## src/rtl/bitblade_slice_sched.sv

```systemverilog
// Slice sequencer for the BitBlade 2-bit-slice dot-product datapath: walks
// (act slice, weight slice) passes and accumulates shifted partial sums.
module bitblade_slice_sched #(
    parameter int DOT_W = 10,
    parameter int ACC_W = 26
) (
    input  logic                    i_CLK,
    input  logic                    i_RSTn,
    input  logic                    i_start,
    input  logic [1:0]              i_prec_act,
    input  logic [1:0]              i_prec_w,
    input  logic                    i_signed_act,
    input  logic                    i_signed_w,
    input  logic                    i_op_valid,
    input  logic                    i_abort,
    input  logic signed [DOT_W-1:0] i_dot_sum,
    output logic [1:0]              o_act_slice,
    output logic [1:0]              o_w_slice,
    output logic                    o_SignI,
    output logic                    o_SignW,
    output logic                    o_busy,
    output logic                    o_valid,
    output logic signed [ACC_W-1:0] o_acc
);

    typedef enum logic [1:0] {IDLE, RUN, DONE} state_t;

    state_t                  state_q, state_d;
    logic [1:0]              act_q, act_d;
    logic [1:0]              w_q, w_d;
    logic [1:0]              na_last_q, na_last_d;
    logic [1:0]              nw_last_q, nw_last_d;
    logic                    sgn_a_q, sgn_a_d;
    logic                    sgn_w_q, sgn_w_d;
    logic                    busy_q, busy_d;
    logic                    valid_q, valid_d;
    logic signed [ACC_W-1:0] acc_q, acc_d;
    logic [3:0]              shamt;
    logic                    last_act, last_w;

    // Precision code to index of the MSB slice; code 3 is treated as 8b.
    function automatic logic [1:0] last_slice(input logic [1:0] prec);
        case (prec)
            2'd0:    return 2'd0;
            2'd1:    return 2'd1;
            default: return 2'd3;
        endcase
    endfunction

    function automatic logic signed [ACC_W-1:0] shifted_term(
        input logic signed [DOT_W-1:0] dot,
        input logic [3:0]              sh
    );
        logic signed [ACC_W-1:0] ext;
        ext = {{(ACC_W-DOT_W){dot[DOT_W-1]}}, dot};
        return ext <<< sh;
    endfunction

    assign last_act = (act_q == na_last_q);
    assign last_w   = (w_q == nw_last_q);
    assign shamt    = 4'({act_q, 1'b0}) + 4'({w_q, 1'b0});

    always_comb begin
        state_d   = state_q;
        act_d     = act_q;
        w_d       = w_q;
        na_last_d = na_last_q;
        nw_last_d = nw_last_q;
        sgn_a_d   = sgn_a_q;
        sgn_w_d   = sgn_w_q;
        acc_d     = acc_q;
        valid_d   = 1'b0;
        case (state_q)
            IDLE, DONE: begin
                if (i_start && !i_abort) begin
                    state_d   = RUN;
                    na_last_d = last_slice(i_prec_act);
                    nw_last_d = last_slice(i_prec_w);
                    sgn_a_d   = i_signed_act;
                    sgn_w_d   = i_signed_w;
                    acc_d     = '0;
                    act_d     = 2'd0;
                    w_d       = 2'd0;
                end
            end
            RUN: begin
                if (i_abort) begin
                    state_d = IDLE;
                    act_d   = 2'd0;
                    w_d     = 2'd0;
                end else if (i_op_valid) begin
                    acc_d = acc_q + shifted_term(i_dot_sum, shamt);
                    // Weight index is the inner loop; act advances when it wraps.
                    if (last_w) begin
                        w_d = 2'd0;
                        if (last_act) begin
                            act_d   = 2'd0;
                            state_d = DONE;
                            valid_d = 1'b1;
                        end else begin
                            act_d = act_q + 2'd1;
                        end
                    end else begin
                        w_d = w_q + 2'd1;
                    end
                end
            end
            default: state_d = IDLE;
        endcase
        busy_d = (state_d == RUN);
    end

    always_ff @(posedge i_CLK or negedge i_RSTn) begin
        if (!i_RSTn) begin
            state_q   <= IDLE;
            act_q     <= 2'd0;
            w_q       <= 2'd0;
            na_last_q <= 2'd0;
            nw_last_q <= 2'd0;
            sgn_a_q   <= 1'b0;
            sgn_w_q   <= 1'b0;
            busy_q    <= 1'b0;
            valid_q   <= 1'b0;
            acc_q     <= '0;
        end else begin
            state_q   <= state_d;
            act_q     <= act_d;
            w_q       <= w_d;
            na_last_q <= na_last_d;
            nw_last_q <= nw_last_d;
            sgn_a_q   <= sgn_a_d;
            sgn_w_q   <= sgn_w_d;
            busy_q    <= busy_d;
            valid_q   <= valid_d;
            acc_q     <= acc_d;
        end
    end

    // Only the MSB slice of a signed operand is presented as signed.
    assign o_SignI     = busy_q & sgn_a_q & last_act;
    assign o_SignW     = busy_q & sgn_w_q & last_w;
    assign o_act_slice = act_q;
    assign o_w_slice   = w_q;
    assign o_busy      = busy_q;
    assign o_valid     = valid_q;
    assign o_acc       = acc_q;

endmodule

```

## config.mk

```make
export PLATFORM = sky130hd
export DESIGN_NAME = bitblade_slice_sched
export DESIGN_NICKNAME = d
export VERILOG_FILES = /design/src/rtl/bitblade_slice_sched.sv
export SDC_FILE = /design/constraint.sdc
export NUM_CORES = 1
export LEC_CHECK = 0
export ABC_AREA = 1
export BUFFER_PORTS_ARGS = -buffer_cell sky130_fd_sc_hd__buf_2
export CORE_MARGIN = 5
export CORE_UTILIZATION = 45
export DETAILED_ROUTE_END_ITERATION = 12
export GPL_TIMING_DRIVEN = 1
export HOLD_SLACK_MARGIN = 0.02
export SYNTH_ARGS = -nofsm -noshare
export SYNTH_HDL_FRONTEND = slang
export SYNTH_SLANG_ARGS = --single-unit
export TNS_END_PERCENT = 20
```

## constraint.sdc

```tcl
create_clock -name i_CLK -period 3.7 [get_ports i_CLK]
set_input_delay 0.185 -clock i_CLK [delete_from_list [all_inputs] [get_ports i_CLK]]
set_output_delay 0.185 -clock i_CLK [all_outputs]
set_load 0.005 [all_outputs]
```

==> results of run 1 <==
==> kinds of logic (layout without fill, tap and decap cells) <==
family / count (synthesis) / after routing / synth area share (%)
adder cells (fa/ha/maj): 30 / 30 / 9.74
XOR/XNOR: 5 / 5 / 1.09
buffers and inverters: 122 / 179 / 12.3
flip-flops: 40 / 40 / 25.0
multiplexers: 1 / 1 / 0.250
AND/OR/NAND/NOR: 378 / 378 / 40.3
AO/OA/AOI/OAI: 85 / 85 / 11.4
==> flip-flops by register name, indices dropped and copies added (netlist names) <==
name / cells
nw_last_q: 2
na_last_q: 2
sgn_w_q: 1
sgn_a_q: 1
o_busy: 1
o_acc: 26
o_act_slice: 2
o_valid: 1
o_w_slice: 2
state_q: 2
==> power groups by stage <==
stage | Combinational, mW | Clock [mW] | Sequential [mW]
final | 3.59 | 0.372 | 0.745
after global routing | 4.04 | 0.404 | 0.770
after CTS | 3.53 | 0.382 | 0.747
after detailed placement | 3.51 | 0 | 0.754
after global placement | 3.48 | 0 | 0.749
after floorplan | 2.60 | 0 | 0.732
==> worst min-delay path by stage <==
stage	from	end	slack [ns]	cells after the start
floorplan	i_RSTn	na_last_q[0]$_DFFE_PN0P_	-0.11	0
global placement	i_RSTn	o_acc[13]$_DFFE_PN0P_	0.38	1
detailed placement	i_RSTn	o_acc[11]$_DFFE_PN0P_	0.39	1
CTS	i_RSTn	o_acc[11]$_DFFE_PN0P_	0.06	1
global route	i_signed_act	sgn_a_q$_DFFE_PN0P_	0.07	3
finish	i_RSTn	o_acc[11]$_DFFE_PN0P_	0.01	1
==> final cells by class <==
class	count	area (um2)
flip-flops and latches	40	1000
repair buffers	59	308
multi-input cells	499	2520
inverters	112	427
clock buffers	6	72.6
clock inverters	2	35.0
well taps	108	135
fillers	950	4220
==> layer usage <==
| layer | GRT usage, % | vias to the layer above | share of wire [%] |
|---|---|---|---|
| met2 | 35.3 | 105 | 46 |
| met4 | 7.77 | 0 | 2.9 |
| met3 | 2.67 | 25 | 4.5 |
| met5 | 0 | - | 0 |
| met1 | 29.1 | 1882 | 47 |
| li1 | - | 2176 | - |
==> repair_timing <==
item,CTS,global route
hold buffers,0,0
setup endpoints to repair,0,12
buffers inserted,0,1
resized for setup,0,5
==> worst max-delay path, cell delays in order (launching register included) <==
cell	delay, ns
dfrtp_1	0.44
ha_1	0.17
inv_1	0.05
fa_1	0.54
clkinvlp_4	0.16
buf_4	0.19
o21ai_0	0.26
o21ai_0	0.18
ha_1	0.39
nand2_1	0.18
inv_1	0.06
a21oi_1	0.24
inv_1	0.09
a21oi_1	0.21
nand3_1	0.12
nand2_1	0.07
o21ai_1	0.06
==> per-stage QoR <==
stage	setup slack (ns)	cell area (um2)	setup TNS (ns)
final	0.193	4500	0
after global routing	-0.00568	4500	-0.00597
after CTS	0.0999	4480	0
after detailed placement	0.106	4370	0
after global placement	0.173	4370	0
after floorplan	0.658	4010	0
==> placed cells by master (no fill, tap or decap), drive strengths merged <==
master / n
nand2: 254
inv: 110
nor2: 67
buf: 59
o21ai: 41
dfrtp: 40
nand3: 39
a21oi: 35
ha: 28
nand4: 7
clkbuf: 6
xnor2: 4
nor3: 4
nand3b: 3
o22ai: 2
fa: 2
clkinv: 2
or2: 2
clkinvlp: 1
a31oi: 1
mux2i: 1
o21bai: 1
and2: 1
nor4: 1
o32ai: 1
a21o: 1
xor2: 1
o31ai: 1
o211ai: 1
a22o: 1
bufinv: 1
==> flow_summary_export.csv, run 1 <==
group,metric,value,unit
timing,period_share,94.8,%
setup_path,startpoint,"o_act_slice[0]$_DFFE_PN0P_",
clock_tree,clkLatencyLatePin,0.30,ns
timing,worst_pin_slew,0.936,ns
setup_path,timing.rr.end,"o_acc[18]$_DFFE_PN0P_",
global_routing,grt_first_pass_wirelength,19.3,mm
yosys,synth_ff_type,"dfrtp_1",
die,pin_count,55,
layout,instances_no_fill,826,
clock_tree,cts_buffers,5,
timing,fmax,0.285,GHz
place,dp.cells,817,
die,fp.dieH,104,um
clock_tree,htreeDepth,2,
yosys,synth_common_cells,"244 x nand2_1, 107 x inv_1, 57 x nor2_1, 40 x dfrtp_1, 37 x nand3_1",
setup_path,reg2regPathDepth,16,
worst_hold_path,hp-class,"in2async",
power_and_ir_drop,switchingPower,2.75,mW
routing,routed_wl,11.9,mm
power_and_ir_drop,pwr-share-clk,7.9,%
setup_path,path_max_fanout,8,
power_and_ir_drop,seqPwrFrac,15.8,%
yosys,synth-async-reset-ratio,100,%
yosys,syn_area,4010,um2
yosys,yosys_warnings,0,
flow_run,max-cap-violations,0,
run_status,status,"finished, final reports clean",
timing,finalHoldViolations,0,
timing,fin_skew,0.0102,ns
setup_path,r2r_start,"o_act_slice[0]$_DFFE_PN0P_",
yosys,yosysMostFrequentCell,"nand2_1",
routing,drt-vias-per-instance,5.07,
timing,finalSetupViolCount,0,
setup_path,cp-start-kind,"register",
setup_path,worstPathArrival,3.70,ns
timing,hold_slack,0.0116,ns
power_and_ir_drop,p_leak,2.66,nW
power_and_ir_drop,finalPower,4.71,mW
routing,drt-wirelength-per-cell,14.4,um
yosys,syn_nets,712,
layout,num_antenna_cells,0,
timing,relSlewSlack,37.6,%
layout,final_util,51.6,%
routing,drtAntennaViolNets,0,
timing,post-route-min-period,3.51,ns
clock_tree,root_buffer,"clkbuf_8",
clock_tree,cts_tree,"done",
yosys,syn-instance-count,661,
power_and_ir_drop,vdd_ir_drop_max,437,uV
die,start_util,46.0,%
yosys,ys_ff_latch,40,
global_routing,antenna_found_initial,0,
yosys,yosys.area.top_type_share,25.0,%
timing,grt_setup_unrepaired,"true",
setup_path,end_kind,"register",
routing,drc,0,
power_and_ir_drop,internal_power,1.96,mW
setup_path,crit_required,3.89,ns
place,place_congestion,0.988,
yosys,synth_area_per_cell,6.06,um2
global_routing,grt_usage,21.6,%
die,core,8720,um2
clock_tree,clock_sinks,40,
clock_tree,clk_pin_slew,0.09,ns
yosys,seq_area_frac_synth,25.0,%
yosys,synth_edf_count,0,
power_and_ir_drop,sw_frac_of_total,58.3,%
layout,nets,768,
setup_path,crit_type,"reg2reg",
layout,drive_gt1_share,14.1,%
place,hpwl,9.73,mm
place,io_buffers,54,
global_routing,grt_max_degree,41,
power_and_ir_drop,p_per_area,1050,nW/um2
power_and_ir_drop,p_comb_share,76.3,%
global_routing,grt_pass1_vias,4009,
setup_path,crit_end,"o_acc[18]$_DFFE_PN0P_",
die,rows,34,
routing,drtIter0Drc,206,
yosys,synthTopCellsByArea,"dfrtp_1 25%, nand2_1 23%, inv_1 10%, ha_1 8.7%, nor2_1 5.3%",
layout,synthToLayoutAreaGrowth,12.3,%
routing,drtPass1Iterations,5,
yosys,synth_top_area_cell,"dfrtp_1",
routing,vias,4188,
yosys,synth.lib_cells_used.distinct,41,
setup_path,r2r_setup_slack,0.19,ns
global_routing,gr-total-overflow,0,
timing,final_max_slew_viol_count,0,
die,die_w,104,um
die,dieArea,10900,um2
clock_tree,clockBufferDepth,2,
Power figures use the tool's default switching activity.
==> inputs of run 2 (changes only) <==
Clock period 3.7 ns to 3.4 ns, I/O delays scaled along.
==> run 2 against run 1 <==
Effect of this change:
- combinational power up 19%
- clock skew is 0.00096 ns lower
- utilization up 1.6 points
- die area did not move
- flip-flop and latch count is the same
- critical path depth decreased by 1
==> flow_summary_export.csv, run 2 (same netlist as run 1, synthesis figures left out) <==
group,metric,value,unit
run_status,status,"finished, final reports clean",
routing,drtAntennaViolNets,0,
timing,finalHoldViolations,0,
timing,fin_tns_setup,0,ns
routing,drtPass1Iterations,5,
setup_path,cpMaxStageDelayCell,"fa_1",
timing,fin_skew,0.00922,ns
place,place_congestion,0.887,
worst_hold_path,hp-class,"in2async",
setup_path,end_kind,"register",
power_and_ir_drop,vdd_ir_drop_max,500,uV
layout,instances_no_fill,835,
setup_path,cp-start-kind,"register",
setup_path,path_max_fanout,5,
layout,nets,777,
die,dieArea,10900,um2
die,fp.dieH,104,um
die,core,8720,um2
timing,finalSetupViolCount,0,
die,start_util,46.0,%
global_routing,grt_pass1_vias,3946,
flow_run,max-cap-violations,0,
layout,largest_reg_flops,26,
global_routing,grt_max_degree,41,
timing,post-route-min-period,3.27,ns
layout,num_antenna_cells,0,
clock_tree,clkLatencyLatePin,0.31,ns
global_routing,grt_first_pass_wirelength,19.4,mm
setup_path,crit_type,"reg2reg",
die,die_w,104,um
power_and_ir_drop,p_per_area,1190,nW/um2
timing,relSlewSlack,34.1,%
clock_tree,clock_sinks,40,
layout,drive_gt1_share,17.2,%
setup_path,crit_buf_inv,3,
routing,drtIter0Drc,223,
setup_path,cpPeakStageDelay,0.57,ns
layout,fillers,914,
die,rows,34,
timing,setup_ws,0.126,ns
place,pre_cts_ws,0.0159,ns
layout,final_common_cell,"nand2_1",
layout,final_area,4640,um2
layout,synthToLayoutAreaGrowth,15.7,%
timing,period_share,96.3,%
place,postPlaceCellArea,4410,um2
clock_tree,clockBufferDepth,2,
place,io_buffers,54,
clock_tree,clk_pin_slew,0.10,ns
setup_path,crit_family,"adder cells",
power_and_ir_drop,p_leak,2.72,nW
timing,worst_pin_slew,0.989,ns
place,hpwl,9.75,mm
clock_tree,root_buffer,"clkbuf_8",
die,pin_count,55,
setup_path,crit_required,3.60,ns
setup_path,crit_chain,"ha_2, inv_2, fa_1, inv_2, buf_4, o21ai_1, o21ai_0, ha_1, nand2_2, nor2_4, nand3_1, nand3_2, nand2_1, a21oi_1, o21ai_1",
routing,vias,4251,
clock_tree,htreeDepth,2,
place,dp.cells,822,
timing,fmax,0.305,GHz
global_routing,antenna_found_initial,0,
global_routing,grt_usage,21.8,%
setup_path,worstPathArrival,3.48,ns
routing,drc,0,
clock_tree,cts_buffers,5,
clock_tree,ctsHoldBuffers,0,
routing,routed_wl,12.2,mm
clock_tree,cts_tree,"done",
global_routing,gr-total-overflow,0,
routing,drt-wirelength-per-cell,14.6,um
timing,final_max_slew_viol_count,0,
routing,drt-vias-per-instance,5.09,
layout,final_cell_mix,"241 x nand2_1, 103 x inv_1, 54 x nor2_1, 54 x buf_2, 40 x dfrtp_1",
[run 2: cell count changes in the layout (fill, tap and decap cells not counted), moves of 4 or more]
cell     previous run  this run
inv_2               3         7
buf_4               5        13
o21ai_0            27        19
o21ai_1            13        21
[run 2: final cells by class]
cell class	count	area [um2]	area share [%]
tap	108	135	2.91
sequential	40	1000	21.6
inverter	112	423	9.12
clock buffer	5	68.8	1.48
multi-input combinational	499	2580	55.7
clock inverter	3	47.5	1.03
timing repair buffer	68	379	8.17
[run 2: report_power, final]
part	internal, mW	total, mW	switching, mW
sequential	0.644	0.799	0.155
combinational	1.47	4.27	2.80
clock	0.222	0.432	0.210
[run 2: metal layers]
| layer | wire length [um] | part of all wire, % | track usage (%) |
|---|---|---|---|
| met4 | 148 | 1.2 | 3.98 |
| met2 | 5880 | 48 | 36.4 |
| met5 | 0 | 0 | 0 |
| met3 | 696 | 5.7 | 3.54 |
| met1 | 5460 | 45 | 29.7 |
[run 2: per-stage QoR]
step	hold slack (ns)	power, mW	util [%]
6_report	0.0132	5.50	53.2
5_1_grt	0.0424	6.07	53.2
4_1_cts	0.0487	5.19	51.9
3_5_place_dp	0.376	4.74	50.6
3_3_place_gp	0.366	4.70	50.6
2_1_floorplan	-0.126	3.62	-
[run 2: what timing repair did]
action / CTS / global route
pin swaps: 0 / 11
gates resized for setup: 1 / 30
hold endpoints to repair: 0 / 0
setup endpoints to repair: 1 / 16
setup buffers: 0 / 5
[run 2: worst paths after layout]
kind,startpoint,to,slack (ns),cells past startpoint
max,o_w_slice[0]$_DFFE_PN0P_,o_acc[17]$_DFFE_PN0P_,0.13,15
min,i_RSTn,o_acc[9]$_DFFE_PN0P_,0.01,1
max reg2reg,o_w_slice[0]$_DFFE_PN0P_,o_acc[17]$_DFFE_PN0P_,0.13,15
min reg2reg,sgn_a_q$_DFFE_PN0P_,sgn_a_q$_DFFE_PN0P_,0.49,2
max in group asynchronous,i_RSTn,nw_last_q[1]$_DFFE_PN0P_,2.77,1
min in group i_CLK,i_signed_act,sgn_a_q$_DFFE_PN0P_,0.05,3
==> inputs of run 3 (changes only) <==
Settings changed: ABC_AREA 1 to default, PLACE_DENSITY from default to 0.66.
==> run 3 against run 2 <==
Effect of this change:
- the flow now finishes with violations (negative setup slack)
- setup slack lost 0.42 ns
- first-iteration DRC count decreased by 22%
- combinational power shrank 13%
- via count down 13%
- critical path depth fell by 1
- flip-flop and latch count unchanged
- clock skew decreased by 0.0010 ns
- clock power down 3%
- sequential power decreased by 2%
- power is 11% lower
- critical path type unchanged
- critical endpoint is now o_acc[25]$_DFFE_PN0P_
- highest routed layer unchanged
==> flow_summary_export.csv, run 3 <==
group,metric,value,unit
run_status,status,"finished with violations",
run_status,violations,"negative setup slack",
setup_path,cp-start-kind,"register",
place,io_buffers,54,
layout,final_common_cell,"buf_4",
setup_path,end_kind,"register",
routing,met2_length,5.12,mm
layout,final_cell_mix,"94 x buf_4, 54 x buf_2, 49 x nand2_1",
layout,nets,619,
layout,num_antenna_cells,0,
die,core,7610,um2
power_and_ir_drop,vdd_ir_drop_max,579,uV
clock_tree,root_buffer,"clkbuf_8",
timing,post-route-min-period,3.70,ns
global_routing,gr-total-overflow,0,
routing,drt-wirelength-per-cell,16.1,um
yosys,syn_area,3460,um2
yosys,synth_area_per_cell,8.08,um2
yosys,synth_common_cells,"50 x o21ai_0, 49 x nand2_1, 40 x dfrtp_1, 38 x nor2_1, 28 x ha_1",
timing,grt_setup_unrepaired,"true",
setup_path,path_max_fanout,7,
yosys,yosys_warnings,0,
routing,vias,3705,
layout,synthToLayoutAreaGrowth,42.1,%
clock_tree,cts_tree,"done",
place,place_congestion,0.964,
routing,drtAntennaViolNets,0,
setup_path,crit_type,"reg2reg",
place,hpwl,8.30,mm
yosys,synth_top_area_cell,"dfrtp_1",
power_and_ir_drop,pwr-share-clk,8.5,%
flow_run,max-cap-violations,0,
layout,largest_reg_flops,26,
power_and_ir_drop,switchingPower,2.14,mW
power_and_ir_drop,p_leak,2.42,nW
power_and_ir_drop,p_comb_share,75.5,%
timing,worst_pin_slew,0.965,ns
setup_path,reg2regPathDepth,14,
yosys,synth-async-reset-ratio,100,%
clock_tree,ctsHoldBuffers,0,
die,fp.dieH,97.7,um
timing,fmax,0.271,GHz
routing,drtPass1Iterations,5,
layout,drive_gt1_share,39.2,%
place,pre_cts_ws,-0.294,ns
timing,finalSetupViolCount,16,
routing,wl_met3,505,um
global_routing,grt_usage,21.9,%
yosys,syn_nets,479,
power_and_ir_drop,internal_power,2.78,mW
global_routing,antenna_found_initial,0,
timing,finalHoldViolations,0,
routing,wl_met1,4.92,mm
global_routing,grt_pass1_vias,3622,
yosys,syn-instance-count,428,
die,pin_count,55,
die,rows,32,
timing,relSlewSlack,35.7,%
clock_tree,clock_sinks,40,
die,die_w,97.7,um
power_and_ir_drop,finalPower,4.92,mW
timing,period_share,109,%
die,start_util,45.5,%
routing,drt-vias-per-instance,5.52,
routing,drc,0,
clock_tree,cts_buffers,5,
timing,setup_ws,-0.296,ns
power_and_ir_drop,sw_frac_of_total,43.5,%
clock_tree,clockBufferDepth,2,
yosys,yosysMostFrequentCell,"o21ai_0",
setup_path,worstPathArrival,3.93,ns
yosys,synth_edf_count,0,
yosys,synthTopCellsByArea,"dfrtp_1 29%, ha_1 10%, o21ai_0 7.2%, nand2_1 5.3%, nor2_1 4.1%",
clock_tree,clk_pin_slew,0.09,ns
timing,fin_skew,0.00822,ns
routing,drtIter0Drc,175,
yosys,synth.lib_cells_used.distinct,52,
routing,top_layer_used,"met4",
yosys,synth_ff_type,"dfrtp_1",
die,dieArea,9540,um2
yosys,seq_area_frac_synth,28.9,%
global_routing,grt_first_pass_wirelength,17.2,mm
clock_tree,htreeDepth,2,
global_routing,grt_max_degree,41,
worst_hold_path,hp-class,"in2async",
yosys,ys_ff_latch,40,
clock_tree,clkLatencyLatePin,0.31,ns
power_and_ir_drop,p_per_area,1000,nW/um2
yosys,yosys.area.top_type_share,28.9,%
timing,final_max_slew_viol_count,0,
power_and_ir_drop,seqPwrFrac,16.0,%
setup_path,r2r_setup_slack,-0.30,ns
setup_path,crit_required,3.63,ns
routing,routed_wl,10.8,mm
-- run 3: cell count changes after synthesis, sizes merged, moves of 10 or more --
cell | before | now
nand2 | 254 | 49
inv | 111 | 15
nor2 | 67 | 38
nand3 | 39 | 25
xor2 | 1 | 13
mux2i | 1 | 12
mux2 | 0 | 10
-- run 3: routing by layer --
metal	global-route usage [%]	up-vias
met5	0	-
met2	35.6	110
met1	29.1	1756
met4	8.31	0
met3	3.66	19
li1	-	1820
-- run 3: area by class of cell --
class | count | area (um2)
tap | 102 | 128
inverter | 15 | 56.3
multi-input combinational | 352 | 2540
clock buffer | 5 | 68.8
fill | 664 | 2690
clock inverter | 3 | 47.5
sequential | 40 | 1000
timing repair buffer | 154 | 1070
-- run 3: worst max-delay path: stages, from the launching register on --
cell,delay [ns]
dfrtp_2,0.43
ha_4,0.16
inv_2,0.05
fa_2,0.49
clkbuf_16,0.19
o21ai_1,0.21
o21ai_1,0.12
ha_1,0.38
nand2_1,0.12
or2_1,0.25
or3_4,0.40
a21oi_4,0.19
nor3_2,0.06
or4b_4,0.48
o211ai_2,0.07
-- run 3: kinds of logic after synthesis --
logic type               after synthesis  synth area share [%]
multiplexers                          22                  6.73
XOR/XNOR                              25                  6.33
buffers and inverters                 36                  4.23
AO/OA/AOI/OAI                        121                  21.5
AND/OR/NAND/NOR                      154                  21.0
flip-flops                            40                  28.9
adder cells (fa/ha/maj)               30                  11.3
-- run 3: power by group through the flow --
stage               combinational (mW)  clock, mW  sequential, mW
floorplan                         1.85          0           0.780
global placement                  3.21          0           0.782
detailed placement                3.26          0           0.789
CTS                               3.45      0.426           0.779
global route                      4.04      0.451           0.810
finish                            3.71      0.417           0.786
-- run 3: through the flow --
stage	hold slack, ns	instances	TNS [ns]	cell area [um2]	utilization, %
final	0.0122	671	-2.47	4910	64.6
after global routing	0.0853	671	-5.17	4910	64.6
after CTS	0.0495	665	-2.95	4730	62.2
after detailed placement	0.383	651	-2.52	4510	59.3
after global placement	0.366	651	-2.20	4510	59.3
after floorplan	-0.126	428	-0.356	3560	-
-- run 3: path summary, 6_finish.rpt --
kind / start / endpoint
hold reg to reg: sgn_w_q$_DFFE_PN0P_ / sgn_w_q$_DFFE_PN0P_
setup reg to reg: o_act_slice[0]$_DFFE_PN0P_ / o_acc[25]$_DFFE_PN0P_
max in group asynchronous: i_RSTn / o_act_slice[0]$_DFFE_PN0P_
min in group i_CLK: i_signed_act / sgn_a_q$_DFFE_PN0P_
hold / removal: i_RSTn / o_valid$_DFF_PN0_
setup / recovery: o_act_slice[0]$_DFFE_PN0P_ / o_acc[25]$_DFFE_PN0P_
-- run 3: timing repair --
action	4_1_cts	5_1_grt
gates cloned	0	1
buffers inserted	6	5
gates resized for setup	15	36
pin swaps	7	25
endpoints found under the setup margin	18	19
